<file path="src/rtl/mips_pkg.sv">
// Shared encodings and helpers for the MIPS pipeline control blocks.
// Holds the multiply/divide op codes, the "operand unused" Tuse marker and the hazard helpers.
package mips_pkg;

    localparam logic [1:0] MD_NONE = 2'd0;
    localparam logic [1:0] MD_MULT = 2'd1;
    localparam logic [1:0] MD_DIV  = 2'd2;
    localparam logic [1:0] MD_HILO = 2'd3;

    localparam logic [1:0] TUSE_NONE = 2'd3;

    localparam int MULT_CYCLES_DFLT = 5;
    localparam int DIV_CYCLES_DFLT  = 10;

    // Tnew one stage later, saturating at zero.
    function automatic logic [1:0] tnew_age(input logic [1:0] tnew);
        return (tnew == 2'd0) ? 2'd0 : tnew - 2'd1;
    endfunction

    // A source register hazards against one stage when that stage writes it
    // and the result is not ready before the consumer needs it.
    function automatic logic src_hazard(
        input logic [4:0] src,
        input logic [1:0] tuse,
        input logic [4:0] e_a3,
        input logic [1:0] e_tnew,
        input logic [4:0] m_a3,
        input logic [1:0] m_tnew
    );
        if (src == 5'd0 || tuse == TUSE_NONE) begin
            return 1'b0;
        end
        return ((src == e_a3) && (tuse < e_tnew)) ||
               ((src == m_a3) && (tuse < m_tnew));
    endfunction

endpackage

</file>
<file path="src/rtl/md_busy_counter.sv">
// HI/LO busy countdown: reloads when a mult/div sits in E, then counts down to zero.
// md_busy covers both the cycle the op is in E and the remaining countdown.
module md_busy_counter
    import mips_pkg::*;
#(
    parameter int MULT_CYCLES = MULT_CYCLES_DFLT,
    parameter int DIV_CYCLES  = DIV_CYCLES_DFLT,
    parameter int CNT_W       = 4
) (
    input  logic       clk,
    input  logic       reset,
    input  logic [1:0] e_md,
    output logic       md_busy
);

    logic [CNT_W-1:0] cnt_q;
    logic [CNT_W-1:0] cnt_d;

    always_comb begin
        cnt_d = cnt_q;
        if (e_md == MD_MULT) begin
            cnt_d = CNT_W'(MULT_CYCLES);
        end else if (e_md == MD_DIV) begin
            cnt_d = CNT_W'(DIV_CYCLES);
        end else if (cnt_q != '0) begin
            cnt_d = cnt_q - CNT_W'(1);
        end
    end

    always_ff @(posedge clk) begin
        if (reset) begin
            cnt_q <= '0;
        end else begin
            cnt_q <= cnt_d;
        end
    end

    assign md_busy = (cnt_q != '0) || (e_md == MD_MULT) || (e_md == MD_DIV);

endmodule

</file>
<file path="src/rtl/hazard_stall_ctrl.sv">
// D-stage hazard and stall sequencer: shadows E/M destination and Tnew, decides stalls,
// and drives the PC/F-D enables, the D/E bubble and the branch-likely nullify pair.
module hazard_stall_ctrl
    import mips_pkg::*;
#(
    parameter int MULT_CYCLES = MULT_CYCLES_DFLT,
    parameter int DIV_CYCLES  = DIV_CYCLES_DFLT,
    parameter int CNT_W       = 4
) (
    input  logic       clk,
    input  logic       reset,
    input  logic [4:0] D_rs,
    input  logic [4:0] D_rt,
    input  logic [1:0] D_Tuse_rs,
    input  logic [1:0] D_Tuse_rt,
    input  logic [4:0] D_A3,
    input  logic [1:0] D_Tnew,
    input  logic [1:0] D_md_op,
    input  logic       D_likely,
    input  logic       D_taken,
    output logic       pc_en,
    output logic       fd_en,
    output logic       de_flush,
    output logic       fd_check,
    output logic       fd_flag,
    output logic       md_busy
);

    logic [4:0] e_a3_q, e_a3_d;
    logic [1:0] e_tnew_q, e_tnew_d;
    logic [1:0] e_md_q, e_md_d;
    logic [4:0] m_a3_q, m_a3_d;
    logic [1:0] m_tnew_q, m_tnew_d;

    logic stall_rs;
    logic stall_rt;
    logic stall_md;
    logic stall;

    md_busy_counter #(
        .MULT_CYCLES (MULT_CYCLES),
        .DIV_CYCLES  (DIV_CYCLES),
        .CNT_W       (CNT_W)
    ) u_md_cnt (
        .clk     (clk),
        .reset   (reset),
        .e_md    (e_md_q),
        .md_busy (md_busy)
    );

    always_comb begin
        stall_rs = src_hazard(D_rs, D_Tuse_rs, e_a3_q, e_tnew_q, m_a3_q, m_tnew_q);
        stall_rt = src_hazard(D_rt, D_Tuse_rt, e_a3_q, e_tnew_q, m_a3_q, m_tnew_q);
        stall_md = (D_md_op != MD_NONE) && md_busy;
        stall    = stall_rs | stall_rt | stall_md;
    end

    // A stalled D instruction must not advance, so E receives a bubble instead.
    always_comb begin
        m_a3_d   = e_a3_q;
        m_tnew_d = tnew_age(e_tnew_q);
        e_a3_d   = D_A3;
        e_tnew_d = D_Tnew;
        e_md_d   = D_md_op;
        if (stall) begin
            e_a3_d   = 5'd0;
            e_tnew_d = 2'd0;
            e_md_d   = MD_NONE;
        end
    end

    always_ff @(posedge clk) begin
        if (reset) begin
            e_a3_q   <= 5'd0;
            e_tnew_q <= 2'd0;
            e_md_q   <= MD_NONE;
            m_a3_q   <= 5'd0;
            m_tnew_q <= 2'd0;
        end else begin
            e_a3_q   <= e_a3_d;
            e_tnew_q <= e_tnew_d;
            e_md_q   <= e_md_d;
            m_a3_q   <= m_a3_d;
            m_tnew_q <= m_tnew_d;
        end
    end

    assign pc_en    = ~stall;
    assign fd_en    = ~stall;
    assign de_flush = stall;
    // Holding F/D takes priority over annulling the delay slot.
    assign fd_check = D_likely & ~stall;
    assign fd_flag  = D_taken;

endmodule

</file>
<file path="config.mk">
export PLATFORM = sky130hd
export DESIGN_NAME = hazard_stall_ctrl
export DESIGN_NICKNAME = d
export VERILOG_FILES = /design/src/rtl/mips_pkg.sv /design/src/rtl/md_busy_counter.sv /design/src/rtl/hazard_stall_ctrl.sv
export SDC_FILE = /design/constraint.sdc
export NUM_CORES = 1
export LEC_CHECK = 0
export ABC_AREA = 1
export BUFFER_PORTS_ARGS = -buffer_cell sky130_fd_sc_hd__buf_2
export CAP_MARGIN = 20
export CORE_UTILIZATION = 40
export CTS_BUF_LIST = sky130_fd_sc_hd__clkbuf_8 sky130_fd_sc_hd__clkbuf_16
export CTS_CLUSTER_DIAMETER = 50
export DETAILED_ROUTE_END_ITERATION = 10
export PLACE_DENSITY = 0.74
export SLEW_MARGIN = 10
export SYNTH_ARGS = -nofsm -noshare
export SYNTH_HDL_FRONTEND = slang
export SYNTH_HIERARCHICAL = 1
export SYNTH_SLANG_ARGS = --single-unit
</file>
<file path="constraint.sdc">
create_clock -name clk -period 4.45 [get_ports clk]
set_input_delay 0.2225 -clock clk [delete_from_list [all_inputs] [get_ports clk]]
set_output_delay 0.2225 -clock clk [all_outputs]
set_load 0.01 [all_outputs]
</file>
==> results of run 1 <==
==> layer usage <==
layer / global-route usage (%) / part of all wire (%) / up-vias
met5: 0 / 0 / -
met4: 5.10 / 0.63 / 0
met3: 3.57 / 3.8 / 3
met2: 26.4 / 43 / 34
met1: 22.6 / 53 / 510
li1: - / - / 669
==> metrics by stage <==
step / instances / worst slack (ns) / hold slack, ns / utilization [%] / area [µm²]
final: 279 / 2.41 / 0.167 / 49.1 / 1490
after global routing: 279 / 2.21 / 0.178 / 49.1 / 1490
after CTS: 279 / 2.39 / 0.166 / 49.1 / 1490
after detailed placement: 276 / 2.68 / 0.440 / 47.8 / 1450
after global placement: 276 / 2.72 / 0.439 / 47.8 / 1450
after floorplan: 205 / 2.59 / 0.335 / - / 1260
==> cell usage in the layout, fill, tap and decap left out, types with 3 or more instances in the layout <==
cell / count
a21oi_1: 4
buf_2: 30
clkbuf_8: 3
dfxtp_1: 20
ha_1: 6
inv_1: 47
nand2_1: 64
nand2_2: 3
nand3_1: 8
nand4_1: 3
nor2_1: 25
nor2_2: 4
nor3_1: 3
o21ai_0: 5
xor2_1: 3
==> path summary, 6_finish.rpt <==
path / endpoint / slack, ns / cells past startpoint
worst max-delay path: fd_check / 2.41 / 9
worst max register to register: e_a3_q[4]$_SDFF_PP0_ / 2.88 / 8
worst min-delay path: e_tnew_q[1]$_SDFF_PP0_ / 0.17 / 3
worst min register to register: m_tnew_q[0]$_SDFF_PP0_ / 0.46 / 1
==> state kept, by name (all words and copies together) (netlist names) <==
register        cells
m_a3_q              5
e_md_q              2
e_tnew_q            2
e_a3_q              5
m_tnew_q            2
u_md_cnt/cnt_q      4
==> layout make-up <==
type                    instances  share of cell area [%]
multi-input cells             135                    44.7
flip-flops and latches         20                    26.9
inverters                      47                    11.9
repair buffers                 30                    10.1
well taps                      44                    3.70
clock buffers                   3                    2.78
==> critical path: stages, from the launching register on <==
cell,delay [ns]
dfxtp_1,0.32
inv_1,0.10
ha_1,0.25
nand3_2,0.12
nor2_2,0.12
inv_1,0.06
o21ai_0,0.17
nand3_1,0.20
nor2_2,0.10
buf_2,0.13
==> kinds of logic (layout without fill, tap and decap cells) <==
logic type | count (synthesis) | in the layout | synth area share (%)
buffers and inverters | 50 | 80 | 15.5
flip-flops | 20 | 20 | 31.8
adder cells (fa/ha/maj) | 6 | 6 | 5.96
AND/OR/NAND/NOR | 113 | 113 | 38.9
AO/OA/AOI/OAI | 12 | 12 | 5.06
XOR/XNOR | 4 | 4 | 2.78
==> cell usage after synthesis <==
library cell	number	share of area, %
nand2_1	64	19
inv_1	47	14
nor2_1	25	7.4
dfxtp_1	20	32
nand3_1	8	3.2
ha_1	6	6.0
o21ai_0	5	2.0
a21oi_1	4	1.6
nor2_2	4	2.0
nand2_2	3	1.5
nand4_1	3	1.5
nor3_1	3	1.2
xor2_1	3	2.1
buf_4	2	1.2
a21boi_0	1	0.60
a31oi_1	1	0.50
clkbuf_1	1	0.30
nand3_2	1	0.79
nand3b_1	1	0.60
nand4_4	1	1.7
o21ai_1	1	0.40
xnor2_1	1	0.70
==> power by group <==
part / leakage [nW] / internal (mW) / switching, mW
logic: 0.646 / 0.124 / 0.186
clock network: 0.0216 / 0.0602 / 0.0573
registers: 0.164 / 0.219 / 0.0271
total: 0.832 / 0.403 / 0.270
==> impl_metrics.toml, run 1 <==
[clock_network]
clk_pin_slew_worst_paths_ns = 0.07
htree_num_levels = 1
clk_latency_ns = 0.26
post_cts_resized = 0
hold_buffers = 0
numCtsBuffers = 3
cts_setup_buffers = 0
cts_buffer_depth = 2
root_buffer = "clkbuf_8"
clock-sinks = 20
cts_tree = "built"

[worst_setup_path]
critPathMaxFanout = 4
start_kind = "register"
critPathKind = "reg2out"
worstReg2RegStart = "u_md_cnt/cnt_q[0]$_SDFFE_PP0P_"
end_kind = "output pin"
critPathArrivalTime_ns = 1.82
startpoint = "u_md_cnt/cnt_q[0]$_SDFFE_PP0P_"
required_ns = 4.23

[run_status]
violations = "DRC"
status = "finished with violations"

[synthesis]
syn_area_mm2 = 0.00126
syn_inst = 205
synth_nets = 238
yosysWarningCount = 6
synth_cell_types = 22
yosysSeqAreaShare_pct = 31.8
synth_seq_cells = 20
avgSynthCellArea_um2 = 6.15

[grt]
gr-total-overflow = 0
antenna_found_initial = 0
grt_pass1_vias = 1074
gr-usage-all-layers_pct = 16.7
grt_max_degree = 11
grt_pass1_wl_um = 4290

[routing]
viasPerCell = 4.36
wl_per_cell_um = 9.06
first_iter_violations = 42
antenna_left = 0
dr_total_vias = 1216
wl_um = 2530
drt-pass1-iter-count = 7
drc_errors = 1

[sta]
slew_headroom_pct = 71.9
rsz0062_at_grt = "false"
skew_ns = 0.00660
setup_viol = 0
tns_ns = 0
finalHoldViolCount = 0
tightest_slew_ns = 0.418
drv_slew = 0
fin_crit_ns = 2.04
post-route-period-util_pct = 45.9
timing.fmax_mhz = 489

[min_path]
hold_path.class = "in2reg"
hp-start = "D_Tnew[1]"

[cells_and_area]
drive_above_1_share_pct = 17.9
area_growth_pct = 18.1
seq_area_um2 = 400
multi_input_area_um2 = 664
antennaDiodeCount = 0
fin_nets = 270
fill_cells = 323

[flow_run]
max_cap_violations = 0

[floorplanning]
io_pins = 33
initial_core_util_pct = 41.6
die_h_um = 58.1
dieArea_mm2 = 0.00338
fp.coreArea_mm2 = 0.00303
row_count = 20
die_width_um = 58.1

[power_and_ir_drop]
irDropWorstVdd_mv = 0.285
finalPower_uw = 673
p_leak_nw = 0.832
power_density_mw_per_mm2 = 452

[placed_design]
port_buffers = 30
gp_congestion = 0.874
dp_hpwl_um = 2100
No activity file was read; power rests on OpenSTA's default activity.
==> inputs of run 2 (changes only) <==
==> constraint.sdc (replaced) <==
create_clock -name clk -period 2 [get_ports clk]
set_input_delay 0.1 -clock clk [delete_from_list [all_inputs] [get_ports clk]]
set_output_delay 0.1 -clock clk [all_outputs]
set_load 0.01 [all_outputs]
==> run 2 against run 1 <==
Against the previous run: the flow still finishes with violations (DRC); via count decreased by 1.1%; hold slack got worse by 0.12 ns; non-clock buffer count unchanged; routed wire length increased by 4.2%; final area increased by 1.3%; sequential share of layout area decreased by 0.36 points; final cell count increased by 0.36%; clock skew decreased by 0.0019 ns; global-route usage increased by 1.1 points; critical path depth increased by 1; critical endpoint unchanged.
==> impl_metrics.toml, run 2 (same netlist as run 1, synthesis figures left out) <==
[run_status]
status = "finished with violations"
violations = "DRC"

[clock_network]
cts_setup_buffers = 0
htree_num_levels = 1
numCtsBuffers = 3
clk_pin_slew_worst_paths_ns = 0.07
clock-sinks = 20
clk_latency_ns = 0.26
cts_tree = "built"
root_buffer = "clkbuf_8"
post_cts_resized = 0
cts_buffer_depth = 2
hold_buffers = 0

[power_and_ir_drop]
power_density_mw_per_mm2 = 1030
irDropWorstVdd_mv = 0.613
p_leak_nw = 0.839

[cells_and_area]
antennaDiodeCount = 0
reg.largest.list = "e_a3_q x5, m_a3_q x5, u_md_cnt/cnt_q x4"
fin_nets = 270
drive_above_1_share_pct = 19.1
area_growth_pct = 19.7
most-common-layout-cells = "nand2_1 (64), inv_1 (47), buf_2 (30)"
fill_cells = 311
final_common_cell = "nand2_1"
fin_util_pct = 49.8

[grt]
antenna_found_initial = 0
gr-total-overflow = 0
gr-usage-all-layers_pct = 17.7
grt_pass1_wl_um = 4590
grt_pass1_vias = 1109
grt_max_degree = 12

[floorplanning]
io_pins = 33
fp.coreArea_mm2 = 0.00303
die_h_um = 58.1
dieArea_mm2 = 0.00338
row_count = 20
initial_core_util_pct = 41.6
die_width_um = 58.1

[routing]
dr_total_vias = 1203
wl_um = 2630
drt-pass1-iter-count = 7
wl_per_cell_um = 9.40
drc_errors = 1
first_iter_violations = 65
antenna_left = 0
viasPerCell = 4.30

[worst_setup_path]
crit_top_cell = "nand2_1"
start_kind = "register"
crit_path_cell_trace = "inv_1 > ha_1 > a21boi_0 > nor2_1 > nand2_1 > nand2_1 > nand2_2 > nand3_1 > nor2_2 > buf_2"
slowest_delay_ns = 0.32
path_delay_family = "simple AND/OR/NAND/NOR gates"
critPathKind = "reg2out"
critPathMaxFanout = 3
required_ns = 1.90
path_buf_inv = 2
critPathSlowestCell = "dfxtp_1"
critPathArrivalTime_ns = 1.73
end_kind = "output pin"

[sta]
fin_crit_ns = 1.83
setup_viol = 0
tns_ns = 0
skew_ns = 0.00471
finalHoldViolCount = 0
drv_slew = 0
fin_hold_ws_ns = 0.0506
slew_headroom_pct = 84.4
worst_slack_ns = 0.168
tightest_slew_ns = 0.234
post-route-period-util_pct = 91.6
rsz0062_at_grt = "false"
timing.fmax_mhz = 546

[placed_design]
dp_hpwl_um = 2080
port_buffers = 30
place_ws_ns = 0.350
gp_congestion = 0.878

[min_path]
hold_path.class = "in2reg"

[flow_run]
max_cap_violations = 0
run 2: changes by cell type in the layout (fill, tap and decap cells not counted):
cell      before  now
clkbuf_8       3    4
o21ai_2        0    1
ha_2           0    1
o21ai_0        5    4
ha_1           6    5
run 2: worst paths after layout:
check / end / cells after the start / from / slack (ns)
setup / recovery: fd_check / 10 / e_tnew_q[1]$_SDFF_PP0_ / 0.17
hold / removal: e_a3_q[3]$_SDFF_PP0_ / 3 / D_A3[3] / 0.05
setup reg to reg: e_a3_q[1]$_SDFF_PP0_ / 9 / e_tnew_q[1]$_SDFF_PP0_ / 0.52
hold reg to reg: m_tnew_q[0]$_SDFF_PP0_ / 1 / e_tnew_q[0]$_SDFF_PP0_ / 0.46
run 2: layer usage:
layer / GRT usage [%] / vias to the layer above / routed length [µm]
met5: 0 / - / 0
met4: 7.14 / 0 / 0
met3: 2.68 / 0 / 82
met2: 28.4 / 22 / 1130
met1: 23.8 / 507 / 1420
li1: - / 674 / -
run 2: final cells by class:
type | instances | area, µm² | area share (%)
clock buffers | 4 | 55.1 | 3.65
multi-input cells | 135 | 671 | 44.5
repair buffers | 30 | 150 | 9.96
flip-flops and latches | 20 | 400 | 26.6
inverters | 47 | 176 | 11.7
well taps | 44 | 55.1 | 3.65
run 2: worst reg2reg max path, delay by kind of cell (launching register included):
| kind | cells | cell delay, ns |
|---|---|---|
| and+or+nand+nor | 6 | 0.58 |
| adders and majority gates | 1 | 0.27 |
| buffers and inverters | 1 | 0.08 |
| AOI/OAI and AO/OA | 1 | 0.18 |
| DFF | 1 | 0.32 |
run 2: metrics by stage:
step                      cell area, µm²  cells  total power [mW]
after floorplan                     1260    205              1.07
after CTS                           1500    280              1.56
after detailed placement            1450    276              1.24
after global placement              1450    276              1.23
final                               1510    280              1.56
after global routing                1510    280              1.69
run 2: power breakdown:
| part | total [mW] | leakage [nW] | switching (mW) | internal, mW |
|---|---|---|---|---|
| clock | 0.307 | 0.0288 | 0.132 | 0.175 |
| sequential | 0.548 | 0.164 | 0.0607 | 0.487 |
| combinational | 0.701 | 0.646 | 0.419 | 0.282 |
